==> config.mk <==
export PLATFORM = sky130hd
export DESIGN_NAME = wb_arbiter_flat
export DESIGN_NICKNAME = d
export VERILOG_FILES = /design/src/rtl/wb_arbiter_if.sv /design/src/rtl/wb_arbiter.sv /design/src/flat_wrapper.sv
export SDC_FILE = /design/constraint.sdc
export NUM_CORES = 1
export LEC_CHECK = 0
export BUFFER_PORTS_ARGS = -buffer_cell sky130_fd_sc_hd__buf_2
export CORE_AREA = 2 2 125 127
export DETAILED_ROUTE_END_ITERATION = 16
export DIE_AREA = 0 0 127 129
export PLACE_DENSITY = 0.56
export SLEW_MARGIN = 0
export SYNTH_ARGS = -nofsm -noshare
export SYNTH_HDL_FRONTEND = slang
export SYNTH_SLANG_ARGS = --single-unit
==> constraint.sdc <==
create_clock -name clk_i -period 1 [get_ports clk_i]
set_input_delay 0.1 -clock clk_i [delete_from_list [all_inputs] [get_ports clk_i]]
set_output_delay 0.1 -clock clk_i [all_outputs]
set_load 0.01 [all_outputs]
==> src/rtl/wb_arbiter_if.sv <==
// Signal bundle around the two-master Wishbone arbiter: both master ports, the shared slave bus and the grant monitor.
// The slave modport is the arbiter's view; the master modport is the view of the surrounding masters and slave.
interface wb_arbiter_if;
    logic        m0_cyc_i;
    logic        m0_stb_i;
    logic        m0_we_i;
    logic [31:0] m0_adr_i;
    logic [3:0]  m0_sel_i;
    logic [31:0] m0_dat_i;
    logic [31:0] m0_dat_o;
    logic        m0_ack_o;
    logic        m0_err_o;
    logic        m0_rty_o;

    logic        m1_cyc_i;
    logic        m1_stb_i;
    logic        m1_we_i;
    logic [31:0] m1_adr_i;
    logic [3:0]  m1_sel_i;
    logic [31:0] m1_dat_i;
    logic [31:0] m1_dat_o;
    logic        m1_ack_o;
    logic        m1_err_o;
    logic        m1_rty_o;

    logic        cyc_o;
    logic        stb_o;
    logic        we_o;
    logic [31:0] adr_o;
    logic [3:0]  sel_o;
    logic [31:0] dat_o;
    logic [31:0] dat_i;
    logic        ack_i;
    logic        err_i;
    logic        rty_i;

    logic [1:0]  grant_o;

    modport slave (
        input  m0_cyc_i, m0_stb_i, m0_we_i, m0_adr_i, m0_sel_i, m0_dat_i,
        output m0_dat_o, m0_ack_o, m0_err_o, m0_rty_o,
        input  m1_cyc_i, m1_stb_i, m1_we_i, m1_adr_i, m1_sel_i, m1_dat_i,
        output m1_dat_o, m1_ack_o, m1_err_o, m1_rty_o,
        output cyc_o, stb_o, we_o, adr_o, sel_o, dat_o,
        input  dat_i, ack_i, err_i, rty_i,
        output grant_o
    );

    modport master (
        output m0_cyc_i, m0_stb_i, m0_we_i, m0_adr_i, m0_sel_i, m0_dat_i,
        input  m0_dat_o, m0_ack_o, m0_err_o, m0_rty_o,
        output m1_cyc_i, m1_stb_i, m1_we_i, m1_adr_i, m1_sel_i, m1_dat_i,
        input  m1_dat_o, m1_ack_o, m1_err_o, m1_rty_o,
        input  cyc_o, stb_o, we_o, adr_o, sel_o, dat_o,
        output dat_i, ack_i, err_i, rty_i,
        input  grant_o
    );
endinterface

==> src/rtl/wb_arbiter.sv <==
// Two-master Wishbone B4 classic round-robin arbiter; the grant is held for a whole cyc.
// Define WB_ARBITER_TIMEOUT_EN to add a watchdog that ends stalled strobes with err.
module wb_arbiter #(
    parameter int TIMEOUT_CYCLES = 1024
) (
    input  logic         clk_i,
    input  logic         rst_ni,
    wb_arbiter_if.slave  bus
);

    typedef enum logic [1:0] {
        IDLE   = 2'd0,
        GRANT0 = 2'd1,
        GRANT1 = 2'd2
    } state_t;

    state_t      state;
    state_t      state_next;
    logic        last;
    logic        last_next;
    logic [1:0]  grant;
    logic        term;
    logic        timeout;
    logic        sel_cyc;
    logic        sel_stb;

    assign term = bus.ack_i | bus.err_i | bus.rty_i;

    always_ff @(posedge clk_i or negedge rst_ni) begin
        if (!rst_ni) begin
            state <= IDLE;
            last  <= 1'b1;
        end else begin
            state <= state_next;
            last  <= last_next;
        end
    end

    // last == 1 means m1 owned most recently, so m0 wins a simultaneous request
    always_comb begin
        state_next = state;
        last_next  = last;
        case (state)
            IDLE: begin
                if (bus.m0_cyc_i && bus.m1_cyc_i)
                    state_next = last ? GRANT0 : GRANT1;
                else if (bus.m0_cyc_i)
                    state_next = GRANT0;
                else if (bus.m1_cyc_i)
                    state_next = GRANT1;
            end
            GRANT0: begin
                if (!bus.m0_cyc_i || timeout) begin
                    state_next = IDLE;
                    last_next  = 1'b0;
                end
            end
            GRANT1: begin
                if (!bus.m1_cyc_i || timeout) begin
                    state_next = IDLE;
                    last_next  = 1'b1;
                end
            end
            default: state_next = IDLE;
        endcase
    end

    // Gated by rst_ni so every grant-dependent output drops in the same timestep as reset
    always_comb begin
        grant = 2'b00;
        if (rst_ni) begin
            case (state)
                GRANT0:  grant = 2'b01;
                GRANT1:  grant = 2'b10;
                default: grant = 2'b00;
            endcase
        end
    end

    assign bus.grant_o = grant;

    always_comb begin
        sel_cyc    = 1'b0;
        sel_stb    = 1'b0;
        bus.we_o   = 1'b0;
        bus.adr_o  = 32'h0;
        bus.sel_o  = 4'h0;
        bus.dat_o  = 32'h0;
        if (grant[0]) begin
            sel_cyc   = bus.m0_cyc_i;
            sel_stb   = bus.m0_stb_i;
            bus.we_o  = bus.m0_we_i;
            bus.adr_o = bus.m0_adr_i;
            bus.sel_o = bus.m0_sel_i;
            bus.dat_o = bus.m0_dat_i;
        end else if (grant[1]) begin
            sel_cyc   = bus.m1_cyc_i;
            sel_stb   = bus.m1_stb_i;
            bus.we_o  = bus.m1_we_i;
            bus.adr_o = bus.m1_adr_i;
            bus.sel_o = bus.m1_sel_i;
            bus.dat_o = bus.m1_dat_i;
        end
    end

    assign bus.cyc_o = sel_cyc & ~timeout;
    assign bus.stb_o = sel_stb & ~timeout;

    assign bus.m0_dat_o = bus.dat_i;
    assign bus.m1_dat_o = bus.dat_i;
    assign bus.m0_ack_o = bus.ack_i & grant[0];
    assign bus.m1_ack_o = bus.ack_i & grant[1];
    assign bus.m0_err_o = (bus.err_i | timeout) & grant[0];
    assign bus.m1_err_o = (bus.err_i | timeout) & grant[1];
    assign bus.m0_rty_o = bus.rty_i & grant[0];
    assign bus.m1_rty_o = bus.rty_i & grant[1];

`ifdef WB_ARBITER_TIMEOUT_EN
    logic [15:0] wdog_cnt;
    logic        req_active;

    assign req_active = sel_cyc & sel_stb;
    // A real termination in the expiry cycle takes precedence over the watchdog
    assign timeout    = req_active && !term && (wdog_cnt == 16'(TIMEOUT_CYCLES - 1));

    always_ff @(posedge clk_i or negedge rst_ni) begin
        if (!rst_ni)
            wdog_cnt <= 16'h0;
        else if (!req_active || term || timeout)
            wdog_cnt <= 16'h0;
        else
            wdog_cnt <= wdog_cnt + 16'h1;
    end
`else
    logic [15:0] timeout_unused;
    logic        term_unused;

    assign timeout        = 1'b0;
    assign timeout_unused = 16'(TIMEOUT_CYCLES);
    assign term_unused    = term;
`endif

endmodule

==> src/flat_wrapper.sv <==
// flat-port wrapper written by rule: the top's interface ports become plain ports
module wb_arbiter_flat 
#(
    parameter int TIMEOUT_CYCLES = 1024
)
  (clk_i, rst_ni, bus_m0_cyc_i, bus_m0_stb_i, bus_m0_we_i, bus_m0_adr_i, bus_m0_sel_i, bus_m0_dat_i, bus_m0_dat_o, bus_m0_ack_o, bus_m0_err_o, bus_m0_rty_o, bus_m1_cyc_i, bus_m1_stb_i, bus_m1_we_i, bus_m1_adr_i, bus_m1_sel_i, bus_m1_dat_i, bus_m1_dat_o, bus_m1_ack_o, bus_m1_err_o, bus_m1_rty_o, bus_cyc_o, bus_stb_o, bus_we_o, bus_adr_o, bus_sel_o, bus_dat_o, bus_dat_i, bus_ack_i, bus_err_i, bus_rty_i, bus_grant_o);
  wb_arbiter_if bus_i ();
  input  logic clk_i;
  input  logic rst_ni;
  input wire logic [$bits(bus_i.m0_cyc_i)-1:0] bus_m0_cyc_i;
  input wire logic [$bits(bus_i.m0_stb_i)-1:0] bus_m0_stb_i;
  input wire logic [$bits(bus_i.m0_we_i)-1:0] bus_m0_we_i;
  input wire logic [$bits(bus_i.m0_adr_i)-1:0] bus_m0_adr_i;
  input wire logic [$bits(bus_i.m0_sel_i)-1:0] bus_m0_sel_i;
  input wire logic [$bits(bus_i.m0_dat_i)-1:0] bus_m0_dat_i;
  output wire logic [$bits(bus_i.m0_dat_o)-1:0] bus_m0_dat_o;
  output wire logic [$bits(bus_i.m0_ack_o)-1:0] bus_m0_ack_o;
  output wire logic [$bits(bus_i.m0_err_o)-1:0] bus_m0_err_o;
  output wire logic [$bits(bus_i.m0_rty_o)-1:0] bus_m0_rty_o;
  input wire logic [$bits(bus_i.m1_cyc_i)-1:0] bus_m1_cyc_i;
  input wire logic [$bits(bus_i.m1_stb_i)-1:0] bus_m1_stb_i;
  input wire logic [$bits(bus_i.m1_we_i)-1:0] bus_m1_we_i;
  input wire logic [$bits(bus_i.m1_adr_i)-1:0] bus_m1_adr_i;
  input wire logic [$bits(bus_i.m1_sel_i)-1:0] bus_m1_sel_i;
  input wire logic [$bits(bus_i.m1_dat_i)-1:0] bus_m1_dat_i;
  output wire logic [$bits(bus_i.m1_dat_o)-1:0] bus_m1_dat_o;
  output wire logic [$bits(bus_i.m1_ack_o)-1:0] bus_m1_ack_o;
  output wire logic [$bits(bus_i.m1_err_o)-1:0] bus_m1_err_o;
  output wire logic [$bits(bus_i.m1_rty_o)-1:0] bus_m1_rty_o;
  output wire logic [$bits(bus_i.cyc_o)-1:0] bus_cyc_o;
  output wire logic [$bits(bus_i.stb_o)-1:0] bus_stb_o;
  output wire logic [$bits(bus_i.we_o)-1:0] bus_we_o;
  output wire logic [$bits(bus_i.adr_o)-1:0] bus_adr_o;
  output wire logic [$bits(bus_i.sel_o)-1:0] bus_sel_o;
  output wire logic [$bits(bus_i.dat_o)-1:0] bus_dat_o;
  input wire logic [$bits(bus_i.dat_i)-1:0] bus_dat_i;
  input wire logic [$bits(bus_i.ack_i)-1:0] bus_ack_i;
  input wire logic [$bits(bus_i.err_i)-1:0] bus_err_i;
  input wire logic [$bits(bus_i.rty_i)-1:0] bus_rty_i;
  output wire logic [$bits(bus_i.grant_o)-1:0] bus_grant_o;
  assign bus_i.m0_cyc_i = bus_m0_cyc_i;
  assign bus_i.m0_stb_i = bus_m0_stb_i;
  assign bus_i.m0_we_i = bus_m0_we_i;
  assign bus_i.m0_adr_i = bus_m0_adr_i;
  assign bus_i.m0_sel_i = bus_m0_sel_i;
  assign bus_i.m0_dat_i = bus_m0_dat_i;
  assign bus_m0_dat_o = bus_i.m0_dat_o;
  assign bus_m0_ack_o = bus_i.m0_ack_o;
  assign bus_m0_err_o = bus_i.m0_err_o;
  assign bus_m0_rty_o = bus_i.m0_rty_o;
  assign bus_i.m1_cyc_i = bus_m1_cyc_i;
  assign bus_i.m1_stb_i = bus_m1_stb_i;
  assign bus_i.m1_we_i = bus_m1_we_i;
  assign bus_i.m1_adr_i = bus_m1_adr_i;
  assign bus_i.m1_sel_i = bus_m1_sel_i;
  assign bus_i.m1_dat_i = bus_m1_dat_i;
  assign bus_m1_dat_o = bus_i.m1_dat_o;
  assign bus_m1_ack_o = bus_i.m1_ack_o;
  assign bus_m1_err_o = bus_i.m1_err_o;
  assign bus_m1_rty_o = bus_i.m1_rty_o;
  assign bus_cyc_o = bus_i.cyc_o;
  assign bus_stb_o = bus_i.stb_o;
  assign bus_we_o = bus_i.we_o;
  assign bus_adr_o = bus_i.adr_o;
  assign bus_sel_o = bus_i.sel_o;
  assign bus_dat_o = bus_i.dat_o;
  assign bus_i.dat_i = bus_dat_i;
  assign bus_i.ack_i = bus_ack_i;
  assign bus_i.err_i = bus_err_i;
  assign bus_i.rty_i = bus_rty_i;
  assign bus_grant_o = bus_i.grant_o;
  wb_arbiter #(.TIMEOUT_CYCLES(TIMEOUT_CYCLES)) u_core (.clk_i(clk_i), .rst_ni(rst_ni), .bus(bus_i));
endmodule
==> run metrics <==
crit path capture type=output port; FF+latch count, synth=3; Finished Layout Cells=667; internal power=between 2000 and 2500 µW; kind of critical path=reg -> out; vias in the first global route=roughly 2,600; Remaining Overflow, GRT=0; Nets=659; Slew Viols, Final=0; Total Routing Usage GR=under 10%; Inserted Diodes=0; CTS tree=done; fmax=664 MHz; Syn Nets=519; design area=between 3000 and 4000 µm²; final setup margin=-0.507 ns; routed vias/inst=4.20; Starting Density=15.7%; Fin. Hold Viols=0; drt pass-1 iters=4; switching part of the total power=a little over two fifths; Clk network pwr share=~17%; crit-path cells=buf_12 -> nand3b_1 -> a21oi_2 -> buf_2; Total Power=3720 µW; CTS max path bufs=2; Pleak=roughly 0.0015 µW; Reg area=~84 µm²; DR vias=2,804; Port Buffers=about 230; commonest non-fill, non-tap cell in the layout=buf_2; Worst EP arrival=1.41 ns; clock slew at reported path FFs=approximately 0.030 ns; share of the synthesized area in the top cell type=45.2%; Die Y=between 100 and 150 µm; Net Switching=around 1600 µW; RSZ-0062 raised after global routing=true; fin crit share=151%; Startpoint Class=flop; Worst Hold Class=in -> reg; largest fanout on the critical path=54; die area=roughly 16,000 µm²; Fin Clk Skew=between 0.0005 and 0.0006 ns; final setup fails=82; Worst EP required=0.90 ns; pin count of the biggest net entering global routing=57; cells after synthesis=340; placed instance count=between 600 and 700; combinational power share=around three quarters; Mapped Avg Cell Area=between 6 and 7 µm²; largest cells by area after synthesis=nand3b_1, buf_4, a21oi_1, buf_6, dfrtp_1; CTS Buf Count=3; DP Worst Slack=-0.289 ns; worst vdd ir=a little over 1 mV; FP Rows=45; number of antenna violations at the first check in global routing=0; Chip Width=127 µm; buffers and inverters on the worst path=2; area used by multi-input combinational logic=about 1800 µm²; antenna-violating nets left=0; failing checks=setup timing; placed inst area=between 3000 and 4000 µm²; ratio of cells with drive above 1 in the final layout=about two thirds; critical path's top delay family=flip-flops; outcome=complete, but fails checks; average wire per standard cell=12.4 µm; relative slew slack=between 80% and 90%; Root Driver=clkbuf_16; post-detail-place hpwl=between 6 and 7 mm; max cap viols=0; Syn. warnings=0; setup repair bufs after CTS=0; Sink Count=3; Core Area=about 15,000 µm²; first-pass GRT wire length=between 10 and 15 mm; Worst path slowest cell=dfrtp_4; sequential share of the synthesized area=~3.2%; WL final=between 8 and 9 mm; crit-path max cell delay=a little over 0.5 ns; Synth area leader=nand3b_1; H-Tree Depth=1; Sequential Power Share=6.7%; I/O Pins=roughly 320; Worst-Margin Slew=approximately 0.25 ns; power density over the cells=roughly 1000 nW/µm²; min cycle time layout=about 1.5 ns; routability cong.=~0.74; commonest non-fill, non-tap cells in the layout=buf_2, nand3b_1, a21oi_2; area grow syn2layout=51.0%; Cell variety after synth=16; DR DRC count=0; DRT iter0 DRCs=between 90 and 100; Cell Area, Synth=about 2400 µm²; FILL cells=1,704; Worst-Skew Late Latency=approximately 0.22 ns; Final Core Density=between 20% and 30%
## through the flow
step           hold slack, ns  setup TNS (ns)
5_1_grt                 0.170          -42.98
3_5_place_dp            0.130          -20.32
4_1_cts                 0.174          -38.70
3_3_place_gp            0.132          -20.07
6_report                0.171          -38.05
2_1_floorplan          -0.196           -5.36
## flip-flops by register name, summed over array words and instances, names as in the netlist
signal / flops
u_core.last: 1
u_core.state: 2
## area by class of cell
class | count | area share (%)
Timing Repair Buffer | 238 | 37.4
Multi-Input combinational cell | 233 | 51.3
Clock buffer | 4 | 2.21
Sequential cell | 3 | 2.36
Tap cell | 188 | 6.61
Inverter | 1 | 0.176
## power by group through the flow
| stage | combinational, µW | sequential (µW) | clock, µW |
|---|---|---|---|
| 6_report | 2850 | 248 | 626 |
| 3_3_place_gp | 2820 | 246 | 0 |
| 5_1_grt | 3110 | 255 | 663 |
| 4_1_cts | 2870 | 245 | 635 |
| 2_1_floorplan | 2440 | 199 | 0 |
| 3_5_place_dp | 2840 | 246 | 0 |
## layer usage
layer,up-vias,share of wire (%),global-route usage (%)
li1,1415,-,-
met1,1239,39,9.76
met2,131,51,16.8
met3,19,8.3,1.75
met4,0,1.9,2.46
met5,-,0,0
## Yosys cell counts
cell type  number
nand3b_1      142
a21oi_1        72
buf_4          67
buf_6          14
clkbuf_1       13
buf_2           9
nor2_1          8
nand2b_1        4
nand2_1         3
dfrtp_1         2
a22o_1          1
dfstp_2         1
inv_2           1
nor2b_1         1
o21a_1          1
o21bai_1        1
## logic make-up after synthesis
| logic type | after synthesis | synth area share (%) |
|---|---|---|
| buffers and inverters | 104 | 32.2 |
| AND/OR/NAND/NOR | 158 | 48.3 |
| flip-flops | 3 | 3.24 |
| AO/OA/AOI/OAI | 75 | 16.3 |
## path summary, 6_finish.rpt
kind	startpoint	to	slack, ns	depth (start not counted)
min reg2reg	u_core.last	u_core.state[1]	0.54	1
min	bus_m1_cyc_i	u_core.state[1]	0.17	3
max reg2reg	u_core.state[0]	u_core.state[0]	-0.14	3
max	u_core.state[1]	bus_adr_o[11]	-0.51	4
min in group asynchronous	rst_ni	u_core.state[0]	0.47	3
max in group asynchronous	rst_ni	u_core.last	0.35	3
## timing repair
action                                  CTS  global route
resized for setup                         3             2
pin swaps                                 3             0
endpoints found under the setup margin   82            82
gates cloned                              0             0
hold endpoints to repair                  2             0
hold buffers                              1             0
## worst min-delay path: stages
cell and delay, ns:
buf_2 0.14, nand2b_4 0.08, a21oi_2 0.03
No activity file was read; power rests on OpenSTA's default activity.
